**src/rtl/cpu8_core_pkg.sv**
```systemverilog
// ============================================================================
// Module  : cpu8_pkg
// Purpose : Shared constants, control-word type and helpers for cpu8_core.
//           Holds opcodes, reset contents of registers/memory and the
//           active-low 7-segment table ({g,f,e,d,c,b,a}).
// Revision: 1.0 - initial release
// ============================================================================
`default_nettype none

package cpu8_pkg;

  localparam logic [1:0] OP_ADD = 2'b00;
  localparam logic [1:0] OP_LW  = 2'b01;
  localparam logic [1:0] OP_SW  = 2'b10;
  localparam logic [1:0] OP_J   = 2'b11;

  // Packed as {entry3, entry2, entry1, entry0}
  localparam logic [3:0][7:0] REG_RESET = {8'd3, 8'd2, 8'd1, 8'd0};
  localparam logic [3:0][7:0] MEM_RESET = {8'd3, 8'd2, 8'd1, 8'd0};

  // Active-low segment patterns, index 0 is the rightmost entry
  localparam logic [15:0][6:0] SEG_TABLE = {
    7'h0E, 7'h06, 7'h21, 7'h46, 7'h03, 7'h08, 7'h10, 7'h00,
    7'h78, 7'h02, 7'h12, 7'h19, 7'h30, 7'h24, 7'h79, 7'h40
  };

  typedef struct packed {
    logic reg_write;
    logic reg_dst;
    logic mem_read;
    logic mem_write;
    logic alu_src;
    logic jump;
  } ctrl_t;

  // Opcode to control-word decode
  function automatic ctrl_t decode(input logic [1:0] op);
    ctrl_t c;
    c = '0;
    case (op)
      OP_ADD: begin c.reg_write = 1'b1; c.reg_dst = 1'b1; end
      OP_LW:  begin c.reg_write = 1'b1; c.mem_read = 1'b1; c.alu_src = 1'b1; end
      OP_SW:  begin c.mem_write = 1'b1; c.alu_src = 1'b1; end
      default: c.jump = 1'b1;
    endcase
    return c;
  endfunction

endpackage

`default_nettype wire

```
**src/rtl/cpu8_core_if.sv**
```systemverilog
// ============================================================================
// Module  : cpu8_core_if
// Purpose : Instruction-memory bus between the core (master) and the
//           external combinational ROM (slave).
// Revision: 1.0 - initial release
// ============================================================================
`default_nettype none

interface cpu8_core_if;
  logic [7:0] read_address;
  logic [7:0] instruction;

  modport master (output read_address, input instruction);
  modport slave  (input read_address, output instruction);
endinterface

`default_nettype wire

```
**src/rtl/cpu8_core_hex_to_7seg.sv**
```systemverilog
// ============================================================================
// Module  : hex_to_7seg
// Purpose : 4-bit hex digit to 7-segment pattern {g,f,e,d,c,b,a}.
//           Active-low by default; CPU8_SEG_ACTIVE_HIGH_EN inverts output.
// Revision: 1.0 - initial release
// ============================================================================
`default_nettype none

module hex_to_7seg
  import cpu8_pkg::*;
(
  input  logic [3:0] hex_i,
  output logic [6:0] seg_o
);

  // Table lookup with optional polarity inversion
  always_comb begin
`ifdef CPU8_SEG_ACTIVE_HIGH_EN
    seg_o = ~SEG_TABLE[hex_i];
`else
    seg_o = SEG_TABLE[hex_i];
`endif
  end

endmodule

`default_nettype wire

```
**src/rtl/cpu8_core.sv**
```systemverilog
// ============================================================================
// Module  : cpu8_core
// Purpose : 8-bit single-cycle load/store core. Architectural state commits
//           on the clk_in edge where the divided clk_out rises, so the whole
//           design lives in the clk_in domain. Segment polarity selectable
//           with CPU8_SEG_ACTIVE_HIGH_EN.
// Revision: 1.0 - initial release
// ============================================================================
`default_nettype none

module cpu8_core
  import cpu8_pkg::*;
#(
  parameter int CLK_DIV = 1
) (
  input  logic             clk_in,
  input  logic             reset,
  cpu8_core_if.master      imem,
  output logic             clk_out,
  output logic             neg_clk_out,
  output logic [6:0]       programcounter_one,
  output logic [6:0]       programcounter_sixteen,
  output logic [6:0]       data_one,
  output logic [6:0]       data_sixteen,
  output logic [7:0]       register0,
  output logic [7:0]       register1,
  output logic [7:0]       register2,
  output logic [7:0]       register3,
  output logic [7:0]       mem0,
  output logic [7:0]       mem1,
  output logic [7:0]       mem2,
  output logic [7:0]       mem3,
  output logic             reg_write,
  output logic             reg_dst,
  output logic             mem_read,
  output logic             alu_src,
  output logic [1:0]       write_register,
  output logic [7:0]       mem_read_data,
  output logic [7:0]       alu_out,
  output logic [7:0]       reg_read_data1,
  output logic [7:0]       sign_extend,
  output logic [7:0]       alu_input2_mux,
  output logic             write_now,
  output logic             instruction_sixteen,
  output logic             instruction_one
);

  localparam int         CW      = (CLK_DIV > 1) ? $clog2(CLK_DIV) : 1;
  localparam logic [CW-1:0] CNT_MAX = CW'(CLK_DIV - 1);

  logic [CW-1:0] cnt_q;
  logic          clk_out_q;
  logic [7:0]    pc_q, pc_d, pc_inc;
  logic [7:0]    regs_q [4];
  logic [7:0]    mems_q [4];

  logic [7:0]    instr;
  logic [1:0]    rs, rt, rd;
  ctrl_t         ctrl;
  logic [7:0]    rt_val, wb_data;
  logic          tick;

  assign instr = imem.instruction;
  assign rs    = instr[5:4];
  assign rt    = instr[3:2];
  assign rd    = instr[1:0];

  // A commit happens on the clk_in edge that raises clk_out
  assign tick = (cnt_q == CNT_MAX) && !clk_out_q;

  // Instruction decode and datapath
  always_comb begin
    ctrl           = decode(instr[7:6]);
    reg_read_data1 = regs_q[rs];
    rt_val         = regs_q[rt];
    sign_extend    = {{6{rd[1]}}, rd};
    alu_input2_mux = ctrl.alu_src ? sign_extend : rt_val;
    alu_out        = reg_read_data1 + alu_input2_mux;
    mem_read_data  = mems_q[alu_out[1:0]];
    wb_data        = ctrl.mem_read ? mem_read_data : alu_out;
    write_register = ctrl.reg_dst ? rd : rt;
    pc_inc         = pc_q + 8'd1;
    pc_d           = ctrl.jump ? {pc_inc[7:6], instr[5:0]} : pc_inc;
  end

  // Clock divider: toggle clk_out every CLK_DIV clk_in edges
  always_ff @(posedge clk_in or negedge reset) begin
    if (!reset) begin
      cnt_q     <= '0;
      clk_out_q <= 1'b0;
    end else if (cnt_q == CNT_MAX) begin
      cnt_q     <= '0;
      clk_out_q <= ~clk_out_q;
    end else begin
      cnt_q     <= cnt_q + CW'(1);
    end
  end

  // Architectural state: PC, register file, data memory
  always_ff @(posedge clk_in or negedge reset) begin
    if (!reset) begin
      pc_q <= 8'h00;
      for (int i = 0; i < 4; i++) begin
        regs_q[i] <= REG_RESET[i];
        mems_q[i] <= MEM_RESET[i];
      end
    end else if (tick) begin
      pc_q <= pc_d;
      if (ctrl.reg_write) regs_q[write_register] <= wb_data;
      if (ctrl.mem_write) mems_q[alu_out[1:0]]   <= rt_val;
    end
  end

  assign imem.read_address   = pc_q;
  assign clk_out             = clk_out_q;
  assign neg_clk_out         = ~clk_out_q;
  assign register0           = regs_q[0];
  assign register1           = regs_q[1];
  assign register2           = regs_q[2];
  assign register3           = regs_q[3];
  assign mem0                = mems_q[0];
  assign mem1                = mems_q[1];
  assign mem2                = mems_q[2];
  assign mem3                = mems_q[3];
  assign reg_write           = ctrl.reg_write;
  assign reg_dst             = ctrl.reg_dst;
  assign mem_read            = ctrl.mem_read;
  assign alu_src             = ctrl.alu_src;
  assign write_now           = ctrl.reg_write | ctrl.mem_write;
  assign instruction_sixteen = |instr[7:4];
  assign instruction_one     = |instr[3:0];

  hex_to_7seg u_seg_pc_lo   (.hex_i(pc_q[3:0]),    .seg_o(programcounter_one));
  hex_to_7seg u_seg_pc_hi   (.hex_i(pc_q[7:4]),    .seg_o(programcounter_sixteen));
  hex_to_7seg u_seg_data_lo (.hex_i(wb_data[3:0]), .seg_o(data_one));
  hex_to_7seg u_seg_data_hi (.hex_i(wb_data[7:4]), .seg_o(data_sixteen));

endmodule

`default_nettype wire

```
**src/flat_wrapper.sv**
```systemverilog
// flat-port wrapper written by rule: the top's interface ports become plain ports
module cpu8_core_flat import cpu8_pkg::*;
#(
  parameter int CLK_DIV = 1
)
  (clk_in, reset, clk_out, neg_clk_out, programcounter_one, programcounter_sixteen, data_one, data_sixteen, register0, register1, register2, register3, mem0, mem1, mem2, mem3, reg_write, reg_dst, mem_read, alu_src, write_register, mem_read_data, alu_out, reg_read_data1, sign_extend, alu_input2_mux, write_now, instruction_sixteen, instruction_one, imem_read_address, imem_instruction);
  cpu8_core_if imem_i ();
  input  logic clk_in;
  input  logic reset;
  output logic clk_out;
  output logic neg_clk_out;
  output logic [6:0] programcounter_one;
  output logic [6:0] programcounter_sixteen;
  output logic [6:0] data_one;
  output logic [6:0] data_sixteen;
  output logic [7:0] register0;
  output logic [7:0] register1;
  output logic [7:0] register2;
  output logic [7:0] register3;
  output logic [7:0] mem0;
  output logic [7:0] mem1;
  output logic [7:0] mem2;
  output logic [7:0] mem3;
  output logic reg_write;
  output logic reg_dst;
  output logic mem_read;
  output logic alu_src;
  output logic [1:0] write_register;
  output logic [7:0] mem_read_data;
  output logic [7:0] alu_out;
  output logic [7:0] reg_read_data1;
  output logic [7:0] sign_extend;
  output logic [7:0] alu_input2_mux;
  output logic write_now;
  output logic instruction_sixteen;
  output logic instruction_one;
  output wire logic [$bits(imem_i.read_address)-1:0] imem_read_address;
  input wire logic [$bits(imem_i.instruction)-1:0] imem_instruction;
  assign imem_read_address = imem_i.read_address;
  assign imem_i.instruction = imem_instruction;
  cpu8_core #(.CLK_DIV(CLK_DIV)) u_core (.clk_in(clk_in), .reset(reset), .imem(imem_i), .clk_out(clk_out), .neg_clk_out(neg_clk_out), .programcounter_one(programcounter_one), .programcounter_sixteen(programcounter_sixteen), .data_one(data_one), .data_sixteen(data_sixteen), .register0(register0), .register1(register1), .register2(register2), .register3(register3), .mem0(mem0), .mem1(mem1), .mem2(mem2), .mem3(mem3), .reg_write(reg_write), .reg_dst(reg_dst), .mem_read(mem_read), .alu_src(alu_src), .write_register(write_register), .mem_read_data(mem_read_data), .alu_out(alu_out), .reg_read_data1(reg_read_data1), .sign_extend(sign_extend), .alu_input2_mux(alu_input2_mux), .write_now(write_now), .instruction_sixteen(instruction_sixteen), .instruction_one(instruction_one));
endmodule
```
**config.mk**
```make
export PLATFORM = sky130hd
export DESIGN_NAME = cpu8_core_flat
export DESIGN_NICKNAME = d
export VERILOG_FILES = /design/src/rtl/cpu8_core_pkg.sv /design/src/rtl/cpu8_core_if.sv /design/src/rtl/cpu8_core_hex_to_7seg.sv /design/src/rtl/cpu8_core.sv /design/src/flat_wrapper.sv
export SDC_FILE = /design/constraint.sdc
export NUM_CORES = 1
export LEC_CHECK = 0
export BUFFER_PORTS_ARGS = -buffer_cell sky130_fd_sc_hd__buf_2
export CAP_MARGIN = 20
export CELL_PAD_IN_SITES_DETAIL_PLACEMENT = 1
export CELL_PAD_IN_SITES_GLOBAL_PLACEMENT = 1
export CORE_MARGIN = 5
export CORE_UTILIZATION = 35
export CTS_CLUSTER_SIZE = 40
export DETAILED_ROUTE_END_ITERATION = 10
export PLACE_DENSITY_LB_ADDON = 0.1
export SYNTH_ARGS = -nofsm -noshare
export SYNTH_HDL_FRONTEND = slang
export SYNTH_SLANG_ARGS = --single-unit
```
**constraint.sdc**
```tcl
create_clock -name clk_in -period 7 [get_ports clk_in]
set_input_delay 1.75 -clock clk_in [delete_from_list [all_inputs] [get_ports clk_in]]
set_output_delay 1.75 -clock clk_in [all_outputs]
set_load 0.03 [all_outputs]
```
==> metrics.txt <==
outcome complete, no violations; TritonCTS clock tree built; routed len/inst 20.5 um; Final setup viols 0; ANT cells 0; synth warn 0; Num Clock Sinks 73; maximum clock insertion buffer count 2; I/O Buffers 160; WL final 17.3 mm; DRT antenna net count 0; Syn Inst Count 487; crit path capture type primary output; count of final hold-check violations 0; Post-Layout Cell Count 843; FMAX 0.145 GHz; Final period util 0.985; Die W 130 um; IO Count 161; Hold Path Class reg -> reg; Placed Instances 822; Most Frequent Cell on Critical Path buf_2; final setup TNS 0 ns; largest net degree at the start of global routing 74; Slowest-stage cell, CP mux4_2; Async SR Flop Fraction 1.00; Max stage delay on crit path 0.51 ns; vias post-DR 4502; Placer Congestion 0.860; Slew Viols, Final 0; setup slack, reg-to-reg 3.61 ns; top-count cell post-synth dfrtp_1; Initial DRC Count 322; synth unique cells 46; DR DRC count 0; # Max-Cap Violations 0; Syn Nets 534; Mean Syn Cell Area 10.3 um^2; All-Layer GR Usage 0.208; drt first pass iters 4; grt ovf 0; Max FO, Critical Path 5; minimum clock period 6.90 ns; Post-synth EDFFs 0; Via density 5.34; Layout area overhead 32.7%; most frequent cells after synthesis dfrtp_1 (65), nor2_1 (57), a21oi_1 (46), ha_1 (36), inv_1 (32); Clock Root Buffer clkbuf_16; type of the worst setup path in -> out; layout net count 705; Worst-path clk slew 0.06 ns; antenna violations before repair 0; Starting Density 0.359; clock latency on the worst-skew pair 0.34 ns; CP Launch Type input pin; arrival time at the worst endpoint 5.15 ns; worst path cell trace buf_2 > mux4_2 > mux2_4 > ha_4 > inv_1 > fa_2 > buf_2 > mux4_2 > mux2i_4 > inv_2 > ha_1 > or3_1 > o221a_4 > buf_2; RSZ-0062 raised after global routing false; Worst Skew 0.00740 ns; CTS H-tree lvls 3; core footprint 14000 um^2; sequential area share after synthesis 0.366; Synth Flop Type dfrtp_1; share of layout cells above drive strength 1 0.452; worst-margin pin slew 0.980 ns; Rows 43; post-synth top area share 0.324; die extent in y 130 um; area of the die 16800 um^2; global-route wire length before repair 27.0 mm; cts bufs inserted 9; CP required 5.25 ns; Area contributors post-synth dfrtp_1 (32%), mux4_2 (12%), ha_1 (9.0%); post-synth top area cell dfrtp_1; Seq cells post-synth 73; vias in the first global route 4660; hold_ws 0.520 ns; Syn Std Cell Area 5020 um^2; Hold-fix buffers, CTS 0; post-DP HPWL 13.6 mm; Rel. slew slack 0.347
cells by family after synthesis:
kind of cell,share of synthesized area
DFF,0.366
AOI/OAI and AO/OA,0.127
muxes,0.235
xor gates and xnor gates,0.0157
adders and majority gates,0.0937
buffers and inverters,0.0568
and+or+nand+nor,0.106
through the flow:
stage	setup WS, ns	utilization	instance area, um^2
finish	0.104	0.476	6660
detailed placement	0.00678	0.446	6240
global placement	0.0767	0.446	6240
CTS	0.0713	0.471	6590
global route	0.00209	0.476	6660
floorplan	0.00263	-	5150
state kept, by name, summed over array words and instances (netlist names):
signal                    flops
u_core.mem2                   8
u_core.mem3                   8
u_core.mem0                   8
u_core.imem.read_address      8
u_core.clk_out                1
u_core.register2              8
u_core.register3              8
u_core.register1              8
u_core.register0              8
u_core.mem1                   8
placed cells by master, fill, tap and decap left out, types with 4 or more instances in the layout:
cell type  count
nor2_1        56
nor3_1         5
mux2i_1       16
xnor2_1        4
o21ai_1        5
a32o_1         4
nand3_1        7
a21oi_1       43
mux4_2        26
buf_4         27
a22o_1         8
o21ai_0       24
xor2_1         4
mux2_2        29
mux2i_4        4
ha_1          33
o21a_1         5
inv_1         30
clkbuf_16      9
nand2_1       27
buf_2        161
dfrtp_1       65
dfstp_2        8
what timing repair did:
item                                    4_1_cts  5_1_grt
resized for setup                             1        7
endpoints found under the setup margin        1       11
pin swaps                                     0        1
cloned                                        0        0
setup buffers                                 0        3
layer usage:
layer / global-route usage / wire [um] / up-vias
met1: 0.298 / 8050 / 2281
met5: 0 / 0 / -
met3: 0.0483 / 979 / 15
li1: - / - / 2082
met4: 0.0416 / 180 / 0
met2: 0.325 / 8110 / 124
worst paths after layout:
path / start / to / cells past startpoint
max in group asynchronous: reset / u_core.register0[5] / 2
worst min register to register: u_core.mem1[4] / u_core.mem1[4] / 2
worst min-delay path: u_core.mem1[4] / u_core.mem1[4] / 2
worst max register to register: u_core.register2[0] / u_core.mem3[4] / 9
min in group asynchronous: reset / u_core.imem.read_address[7] / 2
worst max-delay path: imem_instruction[2] / data_sixteen[0] / 14
final cells by class:
class                      count  area [um^2]
clock buffer                   9          225
tap                          180          225
clock inverter                 7          118
inverter                      32          120
timing repair buffer         192         1080
sequential                    73         1840
multi-input combinational    350         3060
fill                        1612         7330
critical path: cells and delay by family:
family | cells | cell delay, ns
multiplexers | 4 | 1.35
AND/OR/NAND/NOR | 1 | 0.41
adder cells (fa/ha/maj) | 3 | 0.89
AO/OA/AOI/OAI | 1 | 0.12
buffers and inverters | 5 | 0.61
Power is left out: the tool's default activity adds up to more than one toggle a clock period on the data nets, which glitch-free logic cannot reach.
